$ cat src/rtl/adder_sched_pkg.sv
// Shared types and constants for the adder round-robin scheduler.
package adder_sched_pkg;

  // Width of the adder datapath and of every operand and result.
  localparam int DATA_W = 8;

  // Largest requester count the scheduler supports, and the id width it needs.
  localparam int MAX_REQ  = 8;
  localparam int MAX_ID_W = 3;

  // Bits needed to name one of n requesters. Never less than one bit.
  function automatic int idWidth(input int n);
    if (n <= 2) begin
      return 1;
    end
    return $clog2(n);
  endfunction

  // Tag that travels alongside an operation while the adder computes it.
  // The id field is sized for the largest supported requester count.
  typedef struct packed {
    logic                valid;
    logic [MAX_ID_W-1:0] id;
  } tag_t;

endpackage

$ cat src/rtl/rr_arbiter.sv
// N-way round-robin arbiter. The pointer holds the most recent winner, and
// the search for the next winner starts one position after it. The pointer
// moves only when the caller signals that the current grant was taken.
module rr_arbiter
  import adder_sched_pkg::*;
#(
  parameter int N = 4
) (
  input  logic                   clk_i,
  input  logic                   reset_i,
  input  logic [N-1:0]           req_i,
  input  logic                   advance_i,
  output logic [N-1:0]           grant_o,
  output logic [idWidth(N)-1:0]  grantIdx_o
);

  localparam int IDX_W = idWidth(N);

  logic [IDX_W-1:0] ptr_q;
  logic [IDX_W-1:0] ptr_d;
  logic [IDX_W-1:0] pickIdx;
  logic [IDX_W:0]   cand;
  logic             found;

  // Scan cyclically from ptr+1 and keep the first requester that is asking.
  always_comb begin
    grant_o = '0;
    pickIdx = ptr_q;
    found   = 1'b0;
    cand    = '0;
    for (int off = 1; off <= N; off++) begin
      cand = {1'b0, ptr_q} + (IDX_W + 1)'(off);
      if (cand >= (IDX_W + 1)'(N)) begin
        cand = cand - (IDX_W + 1)'(N);
      end
      if (!found && req_i[cand[IDX_W-1:0]]) begin
        found   = 1'b1;
        pickIdx = cand[IDX_W-1:0];
      end
    end
    if (found) begin
      grant_o[pickIdx] = 1'b1;
    end
  end

  assign grantIdx_o = pickIdx;

  // The pointer only advances when a grant is actually consumed.
  always_comb begin
    ptr_d = ptr_q;
    if (advance_i) begin
      ptr_d = pickIdx;
    end
  end

  // After reset the pointer sits on the last requester, so requester 0 is
  // first in line.
  always_ff @(posedge clk_i or posedge reset_i) begin
    if (reset_i) begin
      ptr_q <= IDX_W'(N - 1);
    end else begin
      ptr_q <= ptr_d;
    end
  end

endmodule

$ cat src/rtl/adder_rr_sched.sv
// Shares one fixed-latency 8-bit adder among N_REQ requesters. Each cycle at
// most one operand pair is granted round-robin and driven to the adder. A tag
// travels through a pipeline that matches the adder latency, so every sum
// comes back labelled with the requester that sent it.
module adder_rr_sched
  import adder_sched_pkg::*;
#(
  parameter int N_REQ       = 4,
  parameter int ADD_LATENCY = 1,
  parameter int CNT_W       = 16
) (
  input  logic                       clk_i,
  input  logic                       reset_i,
  input  logic                       pause_i,
  input  logic [N_REQ-1:0]           req_valid_i,
  output logic [N_REQ-1:0]           req_ready_o,
  input  logic [DATA_W*N_REQ-1:0]    req_a_i,
  input  logic [DATA_W*N_REQ-1:0]    req_b_i,
  output logic [DATA_W-1:0]          add_a_o,
  output logic [DATA_W-1:0]          add_b_o,
  input  logic [DATA_W-1:0]          add_x_i,
  output logic                       rsp_valid_o,
  output logic [idWidth(N_REQ)-1:0]  rsp_id_o,
  output logic [DATA_W-1:0]          rsp_data_o,
  output logic                       idle_o,
  output logic [CNT_W-1:0]           issue_cnt_o,
  output logic [CNT_W-1:0]           retire_cnt_o
);

  localparam int ID_W  = idWidth(N_REQ);
  // One stage covers the operand register, the rest cover the adder itself.
  localparam int DEPTH = 1 + ADD_LATENCY;

  logic [N_REQ-1:0]  candidates;
  logic [N_REQ-1:0]  grant;
  logic [ID_W-1:0]   grantIdx;
  logic              transfer;
  logic [DATA_W-1:0] selA;
  logic [DATA_W-1:0] selB;

  logic [DATA_W-1:0] addA_q, addA_d;
  logic [DATA_W-1:0] addB_q, addB_d;
  tag_t              tagPipe_q [DEPTH];
  tag_t              tagPipe_d [DEPTH];
  tag_t              tagEnd;
  logic              pipeBusy;
  logic              rspValid_q, rspValid_d;
  logic [ID_W-1:0]   rspId_q, rspId_d;
  logic [DATA_W-1:0] rspData_q, rspData_d;
  logic [CNT_W-1:0]  issueCnt_q, issueCnt_d;
  logic [CNT_W-1:0]  retireCnt_q, retireCnt_d;

  // While paused nobody competes, but operations already in flight finish.
  assign candidates = pause_i ? '0 : req_valid_i;

  rr_arbiter #(
    .N (N_REQ)
  ) u_arb (
    .clk_i      (clk_i),
    .reset_i    (reset_i),
    .req_i      (candidates),
    .advance_i  (transfer),
    .grant_o    (grant),
    .grantIdx_o (grantIdx)
  );

  assign req_ready_o = grant;
  assign transfer    = |(req_valid_i & grant);

  // AND-OR operand mux driven by the one-hot grant.
  always_comb begin
    selA = '0;
    selB = '0;
    for (int i = 0; i < N_REQ; i++) begin
      if (grant[i]) begin
        selA = selA | req_a_i[i*DATA_W +: DATA_W];
        selB = selB | req_b_i[i*DATA_W +: DATA_W];
      end
    end
  end

  // Operands go to the adder one cycle after the handshake. When there is no
  // transfer they return to zero.
  always_comb begin
    addA_d = '0;
    addB_d = '0;
    if (transfer) begin
      addA_d = selA;
      addB_d = selB;
    end
  end

  // Shift the tag pipeline. A bubble tag enters whenever nothing was granted.
  always_comb begin
    tagPipe_d[0].valid = transfer;
    tagPipe_d[0].id    = transfer ? MAX_ID_W'(grantIdx) : '0;
    for (int k = 1; k < DEPTH; k++) begin
      tagPipe_d[k] = tagPipe_q[k-1];
    end
  end

  assign tagEnd = tagPipe_q[DEPTH-1];

  // A valid tag at the pipeline end means add_x_i holds its sum right now.
  always_comb begin
    rspValid_d = tagEnd.valid;
    rspId_d    = rspId_q;
    rspData_d  = rspData_q;
    if (tagEnd.valid) begin
      rspId_d   = ID_W'(tagEnd.id);
      rspData_d = add_x_i;
    end
  end

  // Free-running wrap-around counters for accepted and delivered operations.
  always_comb begin
    issueCnt_d  = issueCnt_q  + {{(CNT_W-1){1'b0}}, transfer};
    retireCnt_d = retireCnt_q + {{(CNT_W-1){1'b0}}, tagEnd.valid};
  end

  // Any valid tag still travelling keeps the block busy.
  always_comb begin
    pipeBusy = 1'b0;
    for (int k = 0; k < DEPTH; k++) begin
      pipeBusy = pipeBusy | tagPipe_q[k].valid;
    end
  end

  assign idle_o = ~transfer & ~pipeBusy & ~rspValid_q;

  // All scheduler state. Reset drops in-flight work so no stale result can
  // surface after release.
  always_ff @(posedge clk_i or posedge reset_i) begin
    if (reset_i) begin
      addA_q      <= '0;
      addB_q      <= '0;
      rspValid_q  <= 1'b0;
      rspId_q     <= '0;
      rspData_q   <= '0;
      issueCnt_q  <= '0;
      retireCnt_q <= '0;
      for (int k = 0; k < DEPTH; k++) begin
        tagPipe_q[k] <= '0;
      end
    end else begin
      addA_q      <= addA_d;
      addB_q      <= addB_d;
      rspValid_q  <= rspValid_d;
      rspId_q     <= rspId_d;
      rspData_q   <= rspData_d;
      issueCnt_q  <= issueCnt_d;
      retireCnt_q <= retireCnt_d;
      for (int k = 0; k < DEPTH; k++) begin
        tagPipe_q[k] <= tagPipe_d[k];
      end
    end
  end

  assign add_a_o      = addA_q;
  assign add_b_o      = addB_q;
  assign rsp_valid_o  = rspValid_q;
  assign rsp_id_o     = rspId_q;
  assign rsp_data_o   = rspData_q;
  assign issue_cnt_o  = issueCnt_q;
  assign retire_cnt_o = retireCnt_q;

endmodule

$ cat config.mk
export PLATFORM = sky130hd
export DESIGN_NAME = adder_rr_sched
export DESIGN_NICKNAME = d
export VERILOG_FILES = /design/src/rtl/adder_sched_pkg.sv /design/src/rtl/rr_arbiter.sv /design/src/rtl/adder_rr_sched.sv
export SDC_FILE = /design/constraint.sdc
export NUM_CORES = 1
export LEC_CHECK = 0
export ABC_CLOCK_PERIOD_IN_PS = 2930
export CAP_MARGIN = 20
export CORE_MARGIN = 3
export CORE_UTILIZATION = 41
export CTS_CLUSTER_SIZE = 25
export DETAILED_ROUTE_END_ITERATION = 10
export GPL_ROUTABILITY_DRIVEN = 1
export PLACE_DENSITY_LB_ADDON = 0.3
export SLEW_MARGIN = 20
export SYNTH_ARGS = -nofsm -noshare
export SYNTH_HDL_FRONTEND = slang
export SYNTH_SLANG_ARGS = --single-unit
$ cat constraint.sdc
create_clock -name clk_i -period 2.93 [get_ports clk_i]
set_input_delay 0.586 -clock clk_i [delete_from_list [all_inputs] [get_ports clk_i]]
set_output_delay 0.586 -clock clk_i [all_outputs]
set_load 0.05 [all_outputs]
# Word-level counts from Yosys, hierarchy flattened
# Index checks and enable logic that the tools add are counted.
op_classes:
  addsub: 10
  magnitude_cmp: 10
  muxes: 35
  n_bitwise: 13
  n_reduce_logical: 8
ops:
  columns: ["operator", "count"]
  rows:
  - ["two-way mux 8 bit", 10]
  - ["OR 8 bit", 6]
  - ["adder 16 x 1 -> 16 bit", 2]
  - ["two-way mux 2 bit", 9]
  - ["< comparator 2 x 3 -> 1 bit, second input constant", 5]
  - ["greater-or-equal comparator 3 bit, second input constant", 4]
  - ["two-way mux 1 bit", 9]
  - ["binary-select mux 1 bit (select 2 bit)", 4]
  - ["two-way mux 4 bit", 2]
  - ["subtractor 2 x 1 -> 2 bit, second input constant", 4]
  - ["adder 2 x 2 -> 3 bit, second input constant", 2]
  - ["bitwise AND 4 bit", 1]
  - ["logical AND 1 bit", 4]
  - ["OR reduction 4 bit", 1]
  - ["adder 2 x 1 -> 3 bit, second input constant", 1]
  - ["adder 2 x 3 -> 3 bit, second input constant", 1]
  - ["logical NOT 1 bit", 3]
  - ["NOT 1 bit", 3]
  - ["bitwise AND 1 bit", 2]
  - ["demux 1 bit (select 2 bit)", 1]
  - ["greater-or-equal comparator 2 x 1 -> 1 bit, second input constant", 1]
  - ["OR 1 bit", 1]
word_totals:
  regBits: 67
  inputBits: 79
  out_inout_bits: 64
  wordCells: 88

# Longest topological paths before layout
depth:
  ltp_word: 28
  depth_mapped: 10
  ltp_nobuf: 10

# Modules after synthesis
# Synthesis repeated with hierarchy kept, for this count alone.
unflattened:
  cells_unflattened: 273
  area_unflattened_um2: 3104.2
by_module_without_submodules:
  columns: ["mod", "instances", "cells_per_inst", "area_per_inst_um2", "seq_area_each_um2"]
  rows:
  - ["adder_rr_sched", 1, 227, 2765.2, 1626.6]
  - ["rr_arbiter", 1, 46, 339.1, 52.6]

# Worst setup path before layout
# OpenSTA, ideal clock, no wires.
synth_timing:
  path_type: "input port to output port"
  startpoint: "input port req_valid_i[0]"
  endpoint: "output port req_ready_o[1]"
  arrival_time_ns: 2.415
  required_time_ns: 2.344
  setup_slack_ns: -0.071
  cell_stages: 4
  path_buffers: 0
  path_cell_list: "nor2b_2 > a2111o_1 > and2_1 > nor3_1"
synth_between:
  elab_chain_cells: 18
  elab_cells_between_ends: 29
  classes_between: "2 x order compare; 20 x mux; 7 x reduce/logical"
synth_rtl:
  columns: ["element", "line_no", "rtl"]
  rows:
  - ["start, declared", "adder_rr_sched.sv:15", "input logic [N_REQ-1:0] req_valid_i,"]
  - ["two-way mux 4 bit *", "adder_rr_sched.sv:54", "assign candidates = pause_i ? '0 : req_valid_i;"]
  - ["binary-select mux 1 bit (select 2 bit)", "rr_arbiter.sv:36", "if (!found && req_i[cand[IDX_W-1:0]]) begin"]
  - ["two-way mux 1 bit (not written as such)", "rr_arbiter.sv:36", null]
  - ["two-way mux 1 bit", "rr_arbiter.sv:36", null]
  - ["logical NOT 1 bit", "rr_arbiter.sv:36", null]
  - ["logical AND 1 bit", "rr_arbiter.sv:36", null]
  - ["two-way mux 1 bit", "rr_arbiter.sv:36", null]
  - ["logical NOT 1 bit", "rr_arbiter.sv:36", null]
  - ["[... 2 more ...]", null, null]
  - ["logical NOT 1 bit", "rr_arbiter.sv:36", null]
  - ["logical AND 1 bit", "rr_arbiter.sv:36", null]
  - ["two-way mux 2 bit", "rr_arbiter.sv:36", null]
  - ["< comparator 2 x 3 -> 1 bit (not written as such) / greater-or-equal comparator 2 x 1 -> 1 bit (equally long branches)", "rr_arbiter.sv:42", "grant_o[pickIdx] = 1'b1;"]
  - ["logical AND 1 bit (not written as such)", "rr_arbiter.sv:42", null]
  - ["two-way mux 1 bit (not written as such)", "rr_arbiter.sv:42", null]
  - ["demux 1 bit (select 2 bit)", null, null]
  - ["two-way mux 4 bit *", "rr_arbiter.sv:41", "if (found) begin"]
  - ["end, declared", "adder_rr_sched.sv:16", "output logic [N_REQ-1:0] req_ready_o,"]
# Every way passes the cells marked *; elsewhere a longest branch is shown, timed or not. The select of a mux whose other input is x is not followed.

# Worst setup path after layout
layout_timing:
  startpoint: "input port req_valid_i[2]"
  endpoint: "output port req_ready_o[1]"
# Same word-level chain as after synthesis.

==> run metrics <==
Distinct cells, synth=39; antenna diode count=0; share of cells above drive strength 1=14.3%; Reg power frac=32.8%; Total GRT Usage=16.9%; Final Skew=around 0.008 ns; Worst Setup End Kind=output port; Final #Nets=around 480; Setup-failing EPs final=0; clock slew at reported path FFs=0.07 ns; most common cell in the synthesized netlist=dfrtp_1; Setup TNS=0 ns; combinational power share=between 50% and 60%; initial antenna violation count=0; Post-Synthesis Cells=~240; Rel. slew slack=a little over half; met2 WL post-DR=about 3400 microns; drt wl/cell=between 10 and 15 microns; Std-Cell Rows=30; Worst Hold Launch=tagPipe_d[0]; Crit path largest cell delay=around 0.46 ns; PD cells=~820 nW/um^2; Port Buf Inserts=approximately 140; P_leak=between 0.002 and 0.0025 uW; Hold Path Depth=0; First-pass DRT Iterations=4; Levels on crit path=8; Synth top area share=52.8%; Slew Limit Fails=0; WS Path Type=in -> out; Design Area, Final=approximately 4800 sq um; actual slew at the worst max-slew pin=0.720 ns; Final Wtd Congestion=around 0.83; final setup margin=around 0.13 ns; DR iter-0 viols=between 50 and 60; # fillers=519; R2R depth=6; Vias per Instance=between 4 and 5; worst path bufs/invs=3; CTS sink count=67; reg2reg start=rspValid_d; clock tree root driver cell=clkbuf_8; highest metal used=met4; Switching Power=1700 uW; Crit Path Max Fanout=3; TritonCTS clock tree=done; vias in the first global route=between 2000 and 2500; Via Count=roughly 2400; Core ar.=between 7000 and 8000 sq um; cell taking the most area after synthesis=dfrtp_1; Critical Path Start Type=primary input; Worst VDD drop=between 0.3 and 0.4 mV; Yosys reg bits=67; crit path DAT=around 2.2 ns; FMAX=0.357 GHz; EDFF count, synth=0; die area=around 8600 sq um; DR WL met3=approximately 740 microns; clock share of power=around 16%; Hold Path Class=reg -> reg; fraction of registers with async set/reset=100%; Chip Height=just over 90 microns; placed instance area=between 4000 and 5000 sq um; drt drc=0; Starting Density=43.9%; critical path's slowest cell=clkdlybuf4s50_1; area growth from synthesis to layout=57.1%; Ys Warns=0; largest net degree at the start of global routing=31; global-route wire length before repair=about 11000 microns; dpl hpwl=between 5000 and 6000 microns; hold_buf cts=0; crit share post-route=roughly 96%; end-of-flow core utilization=69.0%; IO Pins=143; Mapped Nets=between 300 and 400; antenna violation net count after detailed routing=0; clk buf depth=2; top_reg_cell synth=dfrtp_1; sequential share of the synthesized area=approximately 55%; top cells by area, synth=dfrtp_1, mux2i_1, xnor2_1; global route overflow=0; min Tclk post-route=2.80 ns; Post-synth top cells=dfrtp_1, mux2i_1, xnor2_1, nand2_1; Syn Area/Cell=about 13 sq um; RSZ-0062 raised after global routing=false; Post-Route WL=~7000 microns; worst slack at placement=-0.0227 ns; sw frac=42.6%; Max-cap violations=0; status=complete, no violations; cts bufs inserted=9; crit path cell chain=clkdlybuf4s50_1 > nand2b_1 > a21oi_1 > a2111o_1 > and2_1 > nor3_2 > buf_4 > buf_12; htree depth=3; WP data required=2.34 ns; length of routed wiring on met1=~2800 microns; Mapped Area=about 3000 sq um; Worst Hold Path EP=tagEnd[0]; worst-skew pair later-pin latency=~0.33 ns; delay-heaviest family, CP=buffers and inverters; Die Span X=roughly 93 microns; final hold slack=0.359 ns; P_int=roughly 2300 uW; R2R Setup Slk=0.91 ns; reg2reg end=retire_cnt_o[12]; Final Hold Vio Count=0
-- placed cells by master (no fill, tap or decap), drive strengths merged, types with 2 or more instances in the layout --
cell           synthesis  layout
a21oi                  2       2
and3                   4       4
and4                   3       3
buf                    7      13
clkbuf                 1      10
clkdlybuf4s50          0     134
clkinv                 0       3
clkinvlp               0       2
dfrtp                 65      65
dfstp                  2       2
dlygate4sd2            0       2
ha                     5       5
inv                    8       8
mux2                  10      10
mux2i                 32      32
nand2                 16      16
nand2b                 2       2
nand3                 10      10
nand4                  4       4
nor2                  11      11
nor3                   3       3
o21ai                  2       2
o22ai                 16      16
xnor2                 19      19
xor2                   9       9
-- power by group through the flow --
| stage | Clock, uW | Sequential (uW) | Combinational (uW) |
|---|---|---|---|
| 6_report | 651 | 1310 | 2030 |
| 5_1_grt | 707 | 1340 | 2130 |
| 4_1_cts | 672 | 1310 | 2050 |
| 3_5_place_dp | 0 | 1330 | 2050 |
| 3_3_place_gp | 0 | 1320 | 2020 |
| 2_1_floorplan | 0 | 1960 | 755 |
-- what timing repair did --
item	CTS	global route
gates resized for setup	2	2
setup endpoints to repair	1	3
setup buffers	0	0
pin swaps	0	1
-- routing by layer --
metal	up-vias	track usage [%]
met4	0	6.59
li1	1159	-
met2	104	28.1
met1	1150	19.4
met5	-	0
met3	8	6.90
-- flip-flops by register name (all words and copies together) (netlist names) --
signal        flops
tagPipe_d         3
rspValid_d        1
rsp_valid_o       1
add_a_o           8
issue_cnt_o      16
u_arb.ptr_q       2
rsp_data_o        8
retire_cnt_o     16
rsp_id_o          2
tagEnd            2
add_b_o           8
-- kinds of logic (layout without fill, tap and decap cells) --
kind of cell             after synthesis  in the layout  synth area share, %
adder cells (fa/ha/maj)                5              5                 2.03
flip-flops                            67             67                 54.5
buffers and inverters                 16            173                 4.02
AO/OA/AOI/OAI                         26             26                 7.92
AND/OR/NAND/NOR                       58             58                 9.51
XOR/XNOR                              28             28                 7.96
multiplexers                          42             42                 14.1
-- worst max-delay path by stage --
stage	from	to
2_1_floorplan	req_valid_i[0]	req_ready_o[1]
3_3_place_gp	req_valid_i[3]	req_ready_o[1]
3_5_place_dp	req_valid_i[0]	req_ready_o[1]
4_1_cts	req_valid_i[1]	req_ready_o[1]
5_1_grt	req_valid_i[2]	req_ready_o[1]
6_report	req_valid_i[2]	req_ready_o[1]
-- layout make-up --
class | count | area (sq um) | area share, %
clock inverters | 5 | 30.0 | 0.620
inverters | 8 | 30.0 | 0.620
flip-flops and latches | 67 | 1680 | 34.7
repair buffers | 150 | 1540 | 31.9
well taps | 96 | 120 | 2.48
clock buffers | 10 | 138 | 2.84
multi-input cells | 159 | 1300 | 26.9
-- per-stage QoR --
| stage | total power, uW | instances |
|---|---|---|
| floorplan | 2710 | 242 |
| finish | 3980 | 495 |
| CTS | 4030 | 495 |
| global placement | 3340 | 480 |
| detailed placement | 3370 | 480 |
| global route | 4180 | 495 |
Power figures use the tool's default switching activity.
